[config.mk]
export PLATFORM = sky130hd
export DESIGN_NAME = rc4_encrypt_core
export DESIGN_NICKNAME = d
export VERILOG_FILES = /design/src/rtl/rc4_encrypt_core.sv
export SDC_FILE = /design/constraint.sdc
export NUM_CORES = 1
export LEC_CHECK = 0
export BUFFER_PORTS_ARGS = -buffer_cell sky130_fd_sc_hd__buf_2
export CAP_MARGIN = 25
export CORE_ASPECT_RATIO = 1.75
export CORE_MARGIN = 5
export CORE_UTILIZATION = 45
export CTS_CLUSTER_DIAMETER = 200
export DETAILED_ROUTE_END_ITERATION = 7
export PLACE_DENSITY_LB_ADDON = 0.3
export SKIP_LAST_GASP = 1
export SLEW_MARGIN = 5
export SYNTH_ARGS = -nofsm -noshare
export SYNTH_HDL_FRONTEND = slang
export SYNTH_SLANG_ARGS = --single-unit
[constraint.sdc]
create_clock -name clk -period 9.5 [get_ports clk]
set_input_delay 0.475 -clock clk [delete_from_list [all_inputs] [get_ports clk]]
set_output_delay 0.475 -clock clk [all_outputs]
set_load 0.05 [all_outputs]
[src/rtl/rc4_encrypt_core.sv]
// RC4 encryptor: S-box init, key schedule and PRGA over an external
// single-port S-box RAM, reading plaintext and writing ciphertext RAMs.
module rc4_encrypt_core #(
   parameter int MSG_LEN = 32,
   parameter int ADDR_W  = 5
) (
   input  logic              clk,
   input  logic              reset,
   input  logic              start,
   input  logic [23:0]       secret_key,
   output logic [7:0]        s_addr,
   output logic [7:0]        s_wdata,
   output logic              s_wren,
   input  logic [7:0]        s_q,
   output logic [ADDR_W-1:0] pt_addr,
   input  logic [7:0]        pt_q,
   output logic [ADDR_W-1:0] ct_addr,
   output logic [7:0]        ct_data,
   output logic              ct_wren,
   output logic              busy,
   output logic              done,
   output logic              pt_invalid
);

   localparam logic [7:0] K_LAST = 8'(MSG_LEN - 1);

   typedef enum logic [4:0] {
      IDLE,
      INIT,
      K_RI,
      K_RIW,
      K_RJ,
      K_RJW,
      K_WI,
      K_WJ,
      P_RI,
      P_RIW,
      P_RJ,
      P_RJW,
      P_WI,
      P_WJ,
      P_RF,
      P_RFW,
      P_CT,
      DONE
   } state_t;

   state_t state, state_n;

   logic [7:0]  i, i_n;
   logic [7:0]  j, j_n;
   logic [7:0]  k, k_n;
   logic [1:0]  kidx, kidx_n;
   logic [23:0] key, key_n;
   logic [7:0]  si, si_n;
   logic [7:0]  sj, sj_n;
   logic [7:0]  ptb, ptb_n;

   logic [7:0]        s_addr_n;
   logic [7:0]        s_wdata_n;
   logic              s_wren_n;
   logic [ADDR_W-1:0] pt_addr_n;
   logic [ADDR_W-1:0] ct_addr_n;
   logic [7:0]        ct_data_n;
   logic              ct_wren_n;
   logic              busy_n;
   logic              done_n;
   logic              pt_invalid_n;

   logic [7:0] kbyte;
   logic [7:0] j_ksa;
   logic [7:0] j_prga;
   logic       pt_ok;

   // Key byte for the current key-schedule step, byte0 is the MSB.
   always_comb begin
      kbyte = key[7:0];
      unique case (kidx)
         2'd0:    kbyte = key[23:16];
         2'd1:    kbyte = key[15:8];
         default: kbyte = key[7:0];
      endcase
   end

   assign j_ksa  = j + s_q + kbyte;
   assign j_prga = j + s_q;
   assign pt_ok  = (pt_q == 8'h20) ||
                   ((pt_q >= 8'h61) && (pt_q <= 8'h7A));

   // State, datapath and registered RAM strobes; reset clears everything.
   always_ff @(posedge clk or posedge reset) begin
      if (reset) begin
         state      <= IDLE;
         i          <= '0;
         j          <= '0;
         k          <= '0;
         kidx       <= '0;
         key        <= '0;
         si         <= '0;
         sj         <= '0;
         ptb        <= '0;
         s_addr     <= '0;
         s_wdata    <= '0;
         s_wren     <= 1'b0;
         pt_addr    <= '0;
         ct_addr    <= '0;
         ct_data    <= '0;
         ct_wren    <= 1'b0;
         busy       <= 1'b0;
         done       <= 1'b0;
         pt_invalid <= 1'b0;
      end else begin
         state      <= state_n;
         i          <= i_n;
         j          <= j_n;
         k          <= k_n;
         kidx       <= kidx_n;
         key        <= key_n;
         si         <= si_n;
         sj         <= sj_n;
         ptb        <= ptb_n;
         s_addr     <= s_addr_n;
         s_wdata    <= s_wdata_n;
         s_wren     <= s_wren_n;
         pt_addr    <= pt_addr_n;
         ct_addr    <= ct_addr_n;
         ct_data    <= ct_data_n;
         ct_wren    <= ct_wren_n;
         busy       <= busy_n;
         done       <= done_n;
         pt_invalid <= pt_invalid_n;
      end
   end

   // Next-state and next-output logic; each read is address, wait, consume.
   always_comb begin
      state_n      = state;
      i_n          = i;
      j_n          = j;
      k_n          = k;
      kidx_n       = kidx;
      key_n        = key;
      si_n         = si;
      sj_n         = sj;
      ptb_n        = ptb;
      s_addr_n     = s_addr;
      s_wdata_n    = s_wdata;
      s_wren_n     = 1'b0;
      pt_addr_n    = pt_addr;
      ct_addr_n    = ct_addr;
      ct_data_n    = ct_data;
      ct_wren_n    = 1'b0;
      busy_n       = busy;
      done_n       = 1'b0;
      pt_invalid_n = pt_invalid;

      unique case (state)
         IDLE: begin
            if (start) begin
               key_n        = secret_key;
               i_n          = '0;
               j_n          = '0;
               k_n          = '0;
               kidx_n       = '0;
               pt_invalid_n = 1'b0;
               busy_n       = 1'b1;
               state_n      = INIT;
            end
         end
         INIT: begin
            s_addr_n  = i;
            s_wdata_n = i;
            s_wren_n  = 1'b1;
            i_n       = i + 8'd1;
            if (i == 8'hFF) begin
               j_n     = '0;
               kidx_n  = '0;
               state_n = K_RI;
            end
         end
         K_RI: begin
            s_addr_n = i;
            state_n  = K_RIW;
         end
         K_RIW: state_n = K_RJ;
         K_RJ: begin
            si_n     = s_q;
            j_n      = j_ksa;
            s_addr_n = j_ksa;
            state_n  = K_RJW;
         end
         K_RJW: state_n = K_WI;
         K_WI: begin
            sj_n      = s_q;
            s_addr_n  = i;
            s_wdata_n = s_q;
            s_wren_n  = 1'b1;
            state_n   = K_WJ;
         end
         K_WJ: begin
            s_addr_n  = j;
            s_wdata_n = si;
            s_wren_n  = 1'b1;
            i_n       = i + 8'd1;
            kidx_n    = (kidx == 2'd2) ? 2'd0 : kidx + 2'd1;
            if (i == 8'hFF) begin
               i_n     = '0;
               j_n     = '0;
               k_n     = '0;
               state_n = P_RI;
            end else begin
               state_n = K_RI;
            end
         end
         P_RI: begin
            i_n       = i + 8'd1;
            s_addr_n  = i + 8'd1;
            pt_addr_n = ADDR_W'(k);
            state_n   = P_RIW;
         end
         P_RIW: state_n = P_RJ;
         P_RJ: begin
            si_n     = s_q;
            j_n      = j_prga;
            s_addr_n = j_prga;
            ptb_n    = pt_q;
            if (!pt_ok) pt_invalid_n = 1'b1;
            state_n  = P_RJW;
         end
         P_RJW: state_n = P_WI;
         P_WI: begin
            sj_n      = s_q;
            s_addr_n  = i;
            s_wdata_n = s_q;
            s_wren_n  = 1'b1;
            state_n   = P_WJ;
         end
         P_WJ: begin
            s_addr_n  = j;
            s_wdata_n = si;
            s_wren_n  = 1'b1;
            state_n   = P_RF;
         end
         P_RF: begin
            s_addr_n = si + sj;
            state_n  = P_RFW;
         end
         P_RFW: state_n = P_CT;
         P_CT: begin
            ct_addr_n = ADDR_W'(k);
            ct_data_n = s_q ^ ptb;
            ct_wren_n = 1'b1;
            if (k == K_LAST) begin
               done_n  = 1'b1;
               busy_n  = 1'b0;
               state_n = DONE;
            end else begin
               k_n     = k + 8'd1;
               state_n = P_RI;
            end
         end
         DONE: state_n = IDLE;
         default: state_n = IDLE;
      endcase
   end

endmodule

Word-level counts from Yosys, hierarchy flattened

Index checks and enable logic that the tools add are counted.

Flip-flop bits (word level): 118
Input bits: 43
Output and inout bits: 39
Word-level logic and storage cells: 112

Add/subtract/negate cells: 6
Order comparisons: 2
Equality and inequality tests: 28
Multiplexer cells: 29
Bitwise logic cells: 1
Reductions and logical operators: 27

Operators with widths:

| cell                                                              | number |
|---|---|
| one-hot mux 5 bit (17 select lines)                               | 1 |
| one-hot mux 8 bit (3 select lines)                                | 3 |
| one-hot mux 8 bit (6 select lines)                                | 1 |
| == test 5 x 4 -> 1 bit, second input constant                     | 8 |
| two-way mux 8 bit                                                 | 4 |
| one-hot mux 8 bit (4 select lines)                                | 1 |
| adder 8 bit                                                       | 3 |
| == test 5 x 3 -> 1 bit, second input constant                     | 4 |
| adder 8 x 1 -> 8 bit, second input constant                       | 2 |
| one-hot mux 8 bit (2 select lines)                                | 1 |
| two-way mux 5 bit                                                 | 3 |
| inequality test 2 bit, second input constant                      | 6 |
| AND reduction 3 bit                                               | 4 |
| nonzero test 3 bit                                                | 4 |
| == test 5 x 2 -> 1 bit, second input constant                     | 2 |
| OR reduction 2 bit                                                | 5 |
| == test 8 x 5 -> 1 bit, second input constant                     | 1 |
| == test 8 x 6 -> 1 bit, second input constant                     | 1 |
| == test 8 bit, second input constant                              | 1 |
| greater-or-equal comparator 8 x 7 -> 1 bit, second input constant | 1 |
| <= comparator 8 x 7 -> 1 bit, second input constant               | 1 |
| two-way mux 1 bit                                                 | 8 |
| XOR 8 bit                                                         | 1 |
| two-way mux 2 bit                                                 | 3 |
| 20 further kinds                                                  | 24 |

Logic depth before layout (Yosys ltp)

Depth after elaboration: 5
Mapped depth: 14
Mapped depth without buffers: 13

Worst setup path before layout

Ideal clock, no wire load.

Path type: input port to flip-flop
From: input s_q[0]
To: register s_addr[7]
Library setup time: 86 ps
Arrival: 2707 ps
Data required time: 9414 ps
Setup slack: 6707 ps
Stages on the path: 13
Path buffers: 0
Cells stage by stage: ha_1 -> fa_1 -> a21o_1 -> a21oi_1 -> o21bai_1 -> a21oi_1 -> xnor2_1 -> ha_1 -> a21oi_1 -> o21ai_0 -> xnor2_1 -> nand2_1 -> a32oi_1

Longest elaborated chain between the ends: 3

Ends and longest elaborated chain:

| what                                   | RTL line | RTL |
|---|---|---|
| start: declaration                     | 14       | `input logic [7:0] s_q,` |
| adder 8 bit (*)                        | 85, 86   |  |
| adder 8 bit                            | 85       | `assign j_ksa = j + s_q + kbyte;` |
| one-hot mux 8 bit (6 select lines) (*) | 157      | `unique case (state)` |
| end signal: assignment                 | 122      | `s_addr <= s_addr_n;` |
| end: declaration                       | 11       | `output logic [7:0] s_addr,` |

Mark *: on every way between the ends. The rest lies on a longest branch, timed or not.
A chain may end at the register's enable or synchronous reset.

Final worst setup path

From: register j[0]
To: register s_addr[7]

Longest elaborated chain between the ends: 3

Ends and longest elaborated chain:

| what                                   | RTL line | RTL |
|---|---|---|
| start: declaration                     | 51       | `logic [7:0] j, j_n;` |
| start signal: assignment               | 115      | `j <= j_n;` |
| adder 8 bit (*)                        | 85, 86   |  |
| adder 8 bit                            | 85       |  |
| one-hot mux 8 bit (6 select lines) (*) | 157      |  |

Marked as above.

==> metrics <==
run status=completed; cells taking the most area after synthesis=dfrtp_1 (45%), mux2_2 (10%), ha_1 (4.4%); CTS max path bufs=2; portion of the clock cycle consumed by the worst path in the final layout=31.67%; wire length of the first global-routing pass=28120 µm; residual antenna-violating net count after detailed routing=0; final HPWL from detailed placement=13210 µm; count of boundary I/O pins=82; share of the synthesized area in the top cell type=44.91%; endpoint required time on the critical path=9.81 ns; overall global routing resource usage=21.05%; startpoint of the lowest-slack register-to-register path=j[0]; total nets after synthesis=700; level count of the clock H-tree=4; Resize count post-CTS=0; initial core utilization=45.76%; worst reg2reg path depth=13; arrival time of data at the critical path endpoint=3.32 ns; most numerous cell in the Yosys netlist=dfrtp_1; number of DRC violations after detailed-routing iteration 0=264; category of cells accounting for the largest share of critical-path delay=compound AO/OA/AOI/OAI gates; most frequent cell on the critical path=a21oi_1; leading area contributor after synthesis=dfrtp_1; number of rows created at floorplan=58; Final nets=775; crit path capture=s_addr[7]; # port buffers=81; class of the tightest hold or removal check=in2async; final-report setup violation count=0; primary flip-flop cell chosen by synthesis mapping=dfrtp_1; Highest Clock Rate=332.3 MHz; number of setup buffers added after CTS=0; headroom to the max-slew limit=39.91%; Maximum Capacitance Violations=0; detail-routed net length per standard cell=19.26 µm; Post-Place Setup Slack=6.318 ns; post-synthesis cell count=631; ant diodes=0; RePlAce Congestion=0.9863; fraction of final layout cells sized beyond drive strength 1=27.96%; power density over the cells=396.6 nW/µm²; Levels on crit path=13; number of design rule violations left after detail routing=0; CTS tree=built; clock transition at the registers of the reported paths=0.06 ns; Crit. Startpoint=j[0]; final critical delay including setup and external delays=3.009 ns; crit-path cells=ha_1 > fa_1 > a21o_1 > a21oi_1 > o21bai_1 > a21oi_1 > xnor2_1 > ha_1 > a21oi_1 > o21ai_0 > xnor2_1 > nand2_1 > a32oi_1; via total after detailed routing=5163; Worst-Skew Late Latency=0.41 ns; Cell Area, Synth=6575 µm²; floorplan die width=101.4 µm; Detailed Route WL=17310 µm; total number of clock tree sinks=118; Post-Route Skew=0.009451 ns; post-synth cell types=68; classification of the worst setup path=reg2reg; largest net degree at the start of global routing=65; LEAKAGE=3.529 nW; nature of the critical path endpoint=register; Max FO, Critical Path=3; PnR Total Power=3.044 mW; Worst-Margin Slew=0.9014 ns; number of flops mapped to enable cells by yosys=0; first-pass iteration count of the detailed router=5; floorplan die height=169.9 µm; initial antenna violation count=0; number of fillers in the final layout=1286; number of max-slew violations in the final report=0; top cells by instance count after synthesis=dfrtp_1 (118), nand2_1 (73), mux2_2 (59); Clock Root Buffer=clkbuf_16; total of warnings raised by yosys=0; fraction of registers with async set/reset=100.0%; slowest cell on the critical path=fa_1; clock buffers created by TritonCTS=17; total global routing overflow=0; sequential-to-total area share from yosys stat=44.91%; CP bufs+invs=0; average size of a mapped cell=10.42 µm²; critical path startpoint category=register; flip-flop and latch count after synthesis=118; maximum single-stage delay on the critical path=0.42 ns; vias in the first global route=5459; endpoint of the lowest-slack register-to-register path=s_addr[7]; worst reg-to-reg setup slack=6.49 ns; setup repair after global routing missed its margin=no; Vias per Instance=5.743; Setup TNS Final=0 ns; Total Die Area=17220 µm²; final critical-path setup slack=6.491 ns; VDD IR-drop max=200.8 µV; CTS hold repair buffers=0; Final Hold Fails=0; synthesis-to-finish area growth=16.75%; core area=14370 µm²
==> layer usage <==
metal	track usage, %	share of wire, %
met4	10.88	4.6
met2	38.17	54
met3	4.184	4.1
met5	0	0
met1	22.58	37
==> logic make-up (layout without fill, tap and decap cells) <==
| family | count (synthesis) | count (layout) | share of synthesized area, % |
|---|---|---|---|
| and+or+nand+nor | 183 | 183 | 14.16 |
| AOI/OAI and AO/OA | 154 | 154 | 15.43 |
| DFF | 118 | 118 | 44.91 |
| muxes | 77 | 77 | 12.84 |
| buffers and inverters | 43 | 131 | 3.368 |
| xor gates and xnor gates | 30 | 30 | 3.996 |
| adders and majority gates | 26 | 26 | 5.290 |
==> worst min path at each step <==
stage                          start         end  slack [ns]  cells after the start
final                          reset     ct_wren        0.16                      2
after floorplan                 k[7]        k[7]        0.45                      1
after global placement    pt_addr[3]  pt_addr[3]        0.46                      2
after detailed placement  ct_addr[1]  ct_addr[1]        0.47                      2
after global routing           reset  ct_addr[1]        0.22                      2
after CTS                      reset  ct_addr[1]        0.18                      2
==> sequential cells by signal, indices dropped and copies added, names as in the netlist <==
register / flops
key: 24
ct_data: 8
i: 8
j: 8
k: 8
ptb: 8
s_addr: 8
s_wdata: 8
si: 8
sj: 8
ct_addr: 5
pt_addr: 5
state: 5
kidx: 2
busy: 1
ct_wren: 1
done: 1
pt_invalid: 1
s_wren: 1
==> area by class of cell <==
type / instances / area (µm²) / area share, %
Timing Repair Buffer: 85 / 435.4 / 5.672
Sequential cell: 118 / 2953 / 38.47
Clock inverter: 12 / 140.1 / 1.826
Clock buffer: 20 / 466.7 / 6.080
Inverter: 14 / 55.05 / 0.7172
Tap cell: 180 / 225.2 / 2.934
Multi-Input combinational cell: 470 / 3401 / 44.30
==> metrics by stage <==
stage	utilization, %	area (µm²)	hold slack [ns]	cells
2_1_floorplan	-	6575	0.4484	631
3_5_place_dp	49.20	7069	0.4660	867
6_report	53.42	7676	0.1580	899
3_3_place_gp	49.20	7069	0.4556	867
4_1_cts	53.42	7676	0.1793	899
5_1_grt	53.42	7676	0.2171	899
==> placed cells by master (no fill, tap or decap), drive strengths merged, types with 2 or more instances in the layout <==
cell | synthesis | final
nor3b | 2 | 2
o221a | 2 | 2
a221o | 3 | 3
buf | 19 | 85
ha | 23 | 23
a211o | 3 | 3
nor2b | 6 | 6
xnor2 | 24 | 24
a2111oi | 2 | 2
a222oi | 3 | 3
a21o | 6 | 6
fa | 3 | 3
clkinvlp | 0 | 3
clkbuf | 10 | 20
xor2 | 6 | 6
a31oi | 3 | 3
nor2 | 40 | 40
nand2b | 11 | 11
a22o | 3 | 3
clkinv | 0 | 3
a21oi | 39 | 39
and2 | 4 | 4
o21ai | 50 | 50
mux2 | 59 | 59
mux2i | 18 | 18
nand2 | 73 | 73
a221oi | 3 | 3
nor3 | 13 | 13
a211oi | 5 | 5
o21bai | 5 | 5
dfrtp | 118 | 118
o31ai | 6 | 6
o211ai | 8 | 8
or4 | 2 | 2
bufinv | 0 | 2
a22oi | 4 | 4
nand3 | 15 | 15
and3 | 8 | 8
inv | 14 | 18
nand4 | 2 | 2
==> report_power, final <==
group,internal (mW),switching [mW]
clock,0.411,0.240
sequential,0.694,0.188
combinational,0.609,0.902
No activity file was read; power rests on OpenSTA's default activity.
